File: src/rtl/dsp_seq_divider.sv
// dsp_seq_divider: sequential unsigned restoring divider with a one-cycle subtract mode.
// m=1 divides a by b (one quotient bit per RUN cycle, MSB first). A divisor of zero
// short-circuits to q=all ones, r=a[low half], dz=1. m=0 returns q=a-b with r=0.
// Define DSP_SEQ_DIVIDER_OUTREG_EN to add one output register stage on q, r, dz and done.
// That stage delays the result by one cycle and leaves busy unchanged.
module dsp_seq_divider #(
  localparam int DATA_WIDTH = 4,
  localparam int DIV_WIDTH  = DATA_WIDTH / 2
) (
  input  logic                  clk,
  input  logic                  rst,
  input  logic                  start,
  input  logic                  m,
  input  logic [DATA_WIDTH-1:0] a,
  input  logic [DIV_WIDTH-1:0]  b,
  output logic [DATA_WIDTH-1:0] q,
  output logic [DIV_WIDTH-1:0]  r,
  output logic                  busy,
  output logic                  done,
  output logic                  dz
);

  localparam int CNT_W = $clog2(DATA_WIDTH + 1);

  typedef enum logic [1:0] {
    IDLE = 2'd0,
    RUN  = 2'd1,
    FIN  = 2'd2
  } state_t;

  state_t                state_r, state_s;

  // Captured operands. a_r doubles as the dividend/quotient shift register.
  logic [DATA_WIDTH-1:0] a_r;
  logic [DIV_WIDTH-1:0]  b_r;
  logic                  m_r;
  logic [CNT_W-1:0]      cnt_r;
  logic [DIV_WIDTH:0]    pr_r;

  // Restoring-division step signals.
  logic [DIV_WIDTH:0]    shift_s, diff_s, rem_next_s;
  logic                  fits_s;
  logic                  div_step_s;
  logic                  last_s;

  // Result candidates and the result registers.
  logic [DATA_WIDTH-1:0] res_q_s;
  logic [DIV_WIDTH-1:0]  res_r_s;
  logic                  res_dz_s;
  logic [DATA_WIDTH-1:0] q_r;
  logic [DIV_WIDTH-1:0]  r_r;
  logic                  dz_r, done_r, busy_r;

  // Shift the next dividend bit into the partial remainder, then trial-subtract the divisor.
  always_comb begin
    shift_s    = (pr_r << 1'b1) | {{DIV_WIDTH{1'b0}}, a_r[DATA_WIDTH-1]};
    diff_s     = shift_s - {1'b0, b_r};
    fits_s     = (shift_s >= {1'b0, b_r});
    rem_next_s = shift_s;
    if (fits_s) begin
      rem_next_s = diff_s;
    end else begin
      rem_next_s = shift_s;
    end
  end

  // Only a true divide with a non-zero divisor iterates. Every other case finishes in one RUN cycle.
  always_comb begin
    div_step_s = m_r && (b_r != {DIV_WIDTH{1'b0}});
    last_s     = 1'b0;
    if (div_step_s) begin
      last_s = (cnt_r == CNT_W'(1));
    end else begin
      last_s = 1'b1;
    end
  end

  // Form the result that will be presented in FIN, per mode.
  always_comb begin
    res_q_s  = {DATA_WIDTH{1'b0}};
    res_r_s  = {DIV_WIDTH{1'b0}};
    res_dz_s = 1'b0;
    if (!m_r) begin
      res_q_s  = a_r - {{(DATA_WIDTH - DIV_WIDTH){1'b0}}, b_r};
      res_r_s  = {DIV_WIDTH{1'b0}};
      res_dz_s = 1'b0;
    end else if (b_r == {DIV_WIDTH{1'b0}}) begin
      res_q_s  = {DATA_WIDTH{1'b1}};
      res_r_s  = a_r[DIV_WIDTH-1:0];
      res_dz_s = 1'b1;
    end else begin
      res_q_s  = {a_r[DATA_WIDTH-2:0], fits_s};
      res_r_s  = DIV_WIDTH'(rem_next_s);
      res_dz_s = 1'b0;
    end
  end

  // Next-state logic: IDLE -> RUN on start, RUN -> FIN after the last step, FIN -> IDLE.
  always_comb begin
    state_s = state_r;
    case (state_r)
      IDLE: begin
        if (start) begin
          state_s = RUN;
        end else begin
          state_s = IDLE;
        end
      end
      RUN: begin
        if (last_s) begin
          state_s = FIN;
        end else begin
          state_s = RUN;
        end
      end
      FIN:     state_s = IDLE;
      default: state_s = IDLE;
    endcase
  end

  // State register. Reset has priority over everything.
  always_ff @(posedge clk) begin
    if (rst) begin
      state_r <= IDLE;
    end else begin
      state_r <= state_s;
    end
  end

  // Operand capture in IDLE and one restoring step per RUN cycle.
  // start outside IDLE is simply not looked at.
  always_ff @(posedge clk) begin
    if (rst) begin
      a_r   <= {DATA_WIDTH{1'b0}};
      b_r   <= {DIV_WIDTH{1'b0}};
      m_r   <= 1'b0;
      cnt_r <= {CNT_W{1'b0}};
      pr_r  <= {(DIV_WIDTH + 1){1'b0}};
    end else begin
      case (state_r)
        IDLE: begin
          if (start) begin
            a_r   <= a;
            b_r   <= b;
            m_r   <= m;
            cnt_r <= CNT_W'(DATA_WIDTH);
            pr_r  <= {(DIV_WIDTH + 1){1'b0}};
          end
        end
        RUN: begin
          if (div_step_s) begin
            a_r   <= {a_r[DATA_WIDTH-2:0], fits_s};
            pr_r  <= rem_next_s;
            cnt_r <= cnt_r - CNT_W'(1);
          end
        end
        default: begin
        end
      endcase
    end
  end

  // Result registers are captured on the edge entering FIN.
  // That keeps them valid for the whole FIN cycle, alongside done, and holds them until the next FIN.
  always_ff @(posedge clk) begin
    if (rst) begin
      q_r    <= {DATA_WIDTH{1'b0}};
      r_r    <= {DIV_WIDTH{1'b0}};
      dz_r   <= 1'b0;
      done_r <= 1'b0;
      busy_r <= 1'b0;
    end else begin
      done_r <= (state_r == RUN) && last_s;
      busy_r <= (state_s != IDLE);
      if ((state_r == RUN) && last_s) begin
        q_r  <= res_q_s;
        r_r  <= res_r_s;
        dz_r <= res_dz_s;
      end
    end
  end

  assign busy = busy_r;

`ifdef DSP_SEQ_DIVIDER_OUTREG_EN
  logic [DATA_WIDTH-1:0] q_o_r;
  logic [DIV_WIDTH-1:0]  r_o_r;
  logic                  dz_o_r, done_o_r;

  // Extra output stage: results and done arrive one cycle after FIN.
  always_ff @(posedge clk) begin
    if (rst) begin
      q_o_r    <= {DATA_WIDTH{1'b0}};
      r_o_r    <= {DIV_WIDTH{1'b0}};
      dz_o_r   <= 1'b0;
      done_o_r <= 1'b0;
    end else begin
      q_o_r    <= q_r;
      r_o_r    <= r_r;
      dz_o_r   <= dz_r;
      done_o_r <= done_r;
    end
  end

  assign q    = q_o_r;
  assign r    = r_o_r;
  assign dz   = dz_o_r;
  assign done = done_o_r;
`else
  assign q    = q_r;
  assign r    = r_r;
  assign dz   = dz_r;
  assign done = done_r;
`endif

endmodule

File: config.mk
export PLATFORM = sky130hd
export DESIGN_NAME = dsp_seq_divider
export DESIGN_NICKNAME = d
export VERILOG_FILES = /design/src/rtl/dsp_seq_divider.sv
export SDC_FILE = /design/constraint.sdc
export NUM_CORES = 1
export LEC_CHECK = 0
export ABC_AREA = 1
export BUFFER_PORTS_ARGS = -buffer_cell sky130_fd_sc_hd__buf_2
export CAP_MARGIN = 5
export CELL_PAD_IN_SITES_DETAIL_PLACEMENT = 1
export CELL_PAD_IN_SITES_GLOBAL_PLACEMENT = 1
export CORE_ASPECT_RATIO = 1.25
export CORE_UTILIZATION = 36
export CTS_BUF_LIST = sky130_fd_sc_hd__clkbuf_16
export DETAILED_ROUTE_END_ITERATION = 7
export GPL_TIMING_DRIVEN = 0
export MAX_ROUTING_LAYER = met4
export PLACE_DENSITY_LB_ADDON = 0.05
export SYNTH_ARGS = -nofsm -noshare
export SYNTH_HDL_FRONTEND = slang
export SYNTH_SLANG_ARGS = --single-unit
File: constraint.sdc
create_clock -name clk -period 4.1 [get_ports clk]
set_clock_uncertainty 0.15 [all_clocks]
set_input_delay 0.205 -clock clk [delete_from_list [all_inputs] [get_ports clk]]
set_output_delay 0.205 -clock clk [all_outputs]
set_load 0.005 [all_outputs]
==> run metrics <==
register bit total from synthesis=22; wirelength, routed=3110 um; top cell type by total area after synthesis=dfxtp_1; relative slew slack=0.828; # diodes=0; aggregate global-route resource usage=0.214; Final #Nets=205; multi-input combinational cell area=638 sq um; class of the worst hold path=input port to flip-flop; Synth top area share=0.371; grt ovf=0; CTS tree=built; Distinct cells, synth=24; max-slew violations=0; Critical Path Start Type=flip-flop; CTS Buf Count=3; DR pass1 iterations=2; Final Hold Fails=0; Root Driver=clkbuf_16; leading cell type by number of instances after synthesis=nand2_1; final worst slack=2.25 ns; Worst EP arrival=1.84 ns; top_reg_cell synth=dfxtp_1; synthesis warning total=0; kind of critical path=flip-flop to flip-flop; Post-Syn Instances=166; ys async rst share=0; largest cells by area after synthesis=dfxtp_1 37%, nand2_1 13%, ha_1 6.3%; DRC viols=0; HPWL after DPL=2510 um; EDFF count, synth=0; Post-CTS Setup Inserts=0; crit path time final=1.85 ns; Max Freq=0.541 GHz; Vias/cell=5.00; Final period util=0.451; syn nets=183; non-filler cells, final=223; worst-path fanout max=4; row count=22; H-tree depth=1; Chip Height=66.2 um; post-synthesis sequential area ratio=0.371; final instance area=1400 sq um; Setup crit end kind=flip-flop; worst-path cell chain=inv_2 > ha_1 > nand2_1 > nand3_1 > inv_1 > nand2_1 > a21oi_1 > nor2_1; Post-Syn Area=1190 sq um; WL/cell=14.0 um; CTS clk-pin slew, worst paths=0.06 ns; fraction of layout cells with a size suffix above 1=0.214; DR vias=1116; Syn Area/Cell=7.15 sq um; CP peak stage delay=0.44 ns; Pwr per Cell Area=407 nW/um^2; run status=finished clean; First DRT Iteration DRCs=7; sequential cell area=440 sq um; Worst-Margin Slew=0.257 ns; Die X=53.4 um; RePlAce Congestion=0.855; clk buf depth=2; post-route setup TNS=0 ns; num ports=19; vias in the first global route=1201; Cells after DPL=219; Sink Count=22; Post-DP Area=1320 sq um; Core ar.=3030 sq um; CP most frequent cell=nand2_1; antenna-violating nets left=0; final setup fails=0; Synth top cells by count=40 x nand2_1, 22 x dfxtp_1, 18 x inv_1; Max-cap violations=0; cts hold-fix bufs=0; required time worst endpoint=4.10 ns; initial antenna violation count=0; Worst Path Buf+Inv=2; cell family with most CP delay=flip-flops; global-route wire length before repair=5370 um; Resize count post-CTS=0; Crit-path slowest cell=dfxtp_1; VDD IR-drop max=0.000196 V; Layout area overhead=17.6%; # fillers=411; Clock Latency Late Sink=0.26 ns; dpl ws=2.28 ns; Initial Utilization=0.392; leakage=0.699 nW; RSZ-0062 raised after global routing=false; largest net degree at the start of global routing=13; die area=3530 sq um; I/O Buffers=17
==> state kept, by name (all words and copies together), names as in the netlist <==
name     cells
a_r          4
b_r          2
busy         1
cnt_r        3
dz           1
m_r          1
pr_r         2
q            4
r            2
state_r      2
==> layout make-up <==
type / count / area share
repair buffers: 17 / 0.0609
clock inverters: 1 / 0.00269
flip-flops and latches: 22 / 0.315
multi-input cells: 116 / 0.457
clock buffers: 3 / 0.0538
well taps: 36 / 0.0323
inverters: 25 / 0.0672
plain buffers: 3 / 0.0108
==> through the flow <==
step | utilization | total power [mW] | hold WS (ns)
after floorplan | - | 0.326 | 0.231
after global placement | 0.435 | 0.356 | 0.299
after detailed placement | 0.435 | 0.363 | 0.306
after CTS | 0.461 | 0.576 | 0.0733
after global routing | 0.461 | 0.599 | 0.0965
final | 0.461 | 0.568 | 0.0741
==> routing by layer <==
layer  track usage  share of wire
met1         0.247           0.44
met2         0.388           0.54
met3        0.0138          0.013
met4        0.0592         0.0087
met5             -              0
==> logic make-up (layout without fill, tap and decap cells) <==
logic type	Yosys count	after routing	synth area share
flops	22	22	0.371
simple gates	79	79	0.317
fa+ha+maj	7	7	0.0801
compound gates	29	29	0.133
buf+inv	28	49	0.0917
xor+xnor	1	1	0.00738
==> path summary, 6_finish.rpt <==
check / from / end / slack, ns / cells after the start
max: b_r[1] / q[0] / 2.25 / 8
min: b[0] / b_r[0] / 0.07 / 3
max reg2reg: b_r[1] / q[0] / 2.25 / 8
min reg2reg: q[3] / q[3] / 0.31 / 2
==> placed cells by master, fill, tap and decap left out <==
cell and n:
xor2_1 1, clkbuf_16 3, a21oi_1 13, a21oi_2 1, nor2_4 2, a211oi_2 1, o22ai_1 1, nor2_8 1
ha_1 6, o21ai_1 6, nor2_2 1, o21ai_0 7, fa_1 1, nand3_2 1, nand2_4 2, inv_1 18
nand3_1 14, or2_1 1, inv_2 7, buf_2 20, nand4_1 1, clkinv_1 1, nor2_1 15, or2_2 1
dfxtp_1 22, nand2_1 40
==> tightest hold or removal path, delay by kind of cell <==
kind | cells | cell delay, ns
compound gates | 2 | 0.17
buf+inv | 1 | 0.08
==> power by group <==
| part | internal, mW | switching [mW] | leakage [nW] |
|---|---|---|---|
| clock network | 0.130 | 0.0810 | 0.0385 |
| logic | 0.0410 | 0.0732 | 0.480 |
| registers | 0.229 | 0.0135 | 0.180 |
Note: power is estimated with default switching activity, not from simulation.
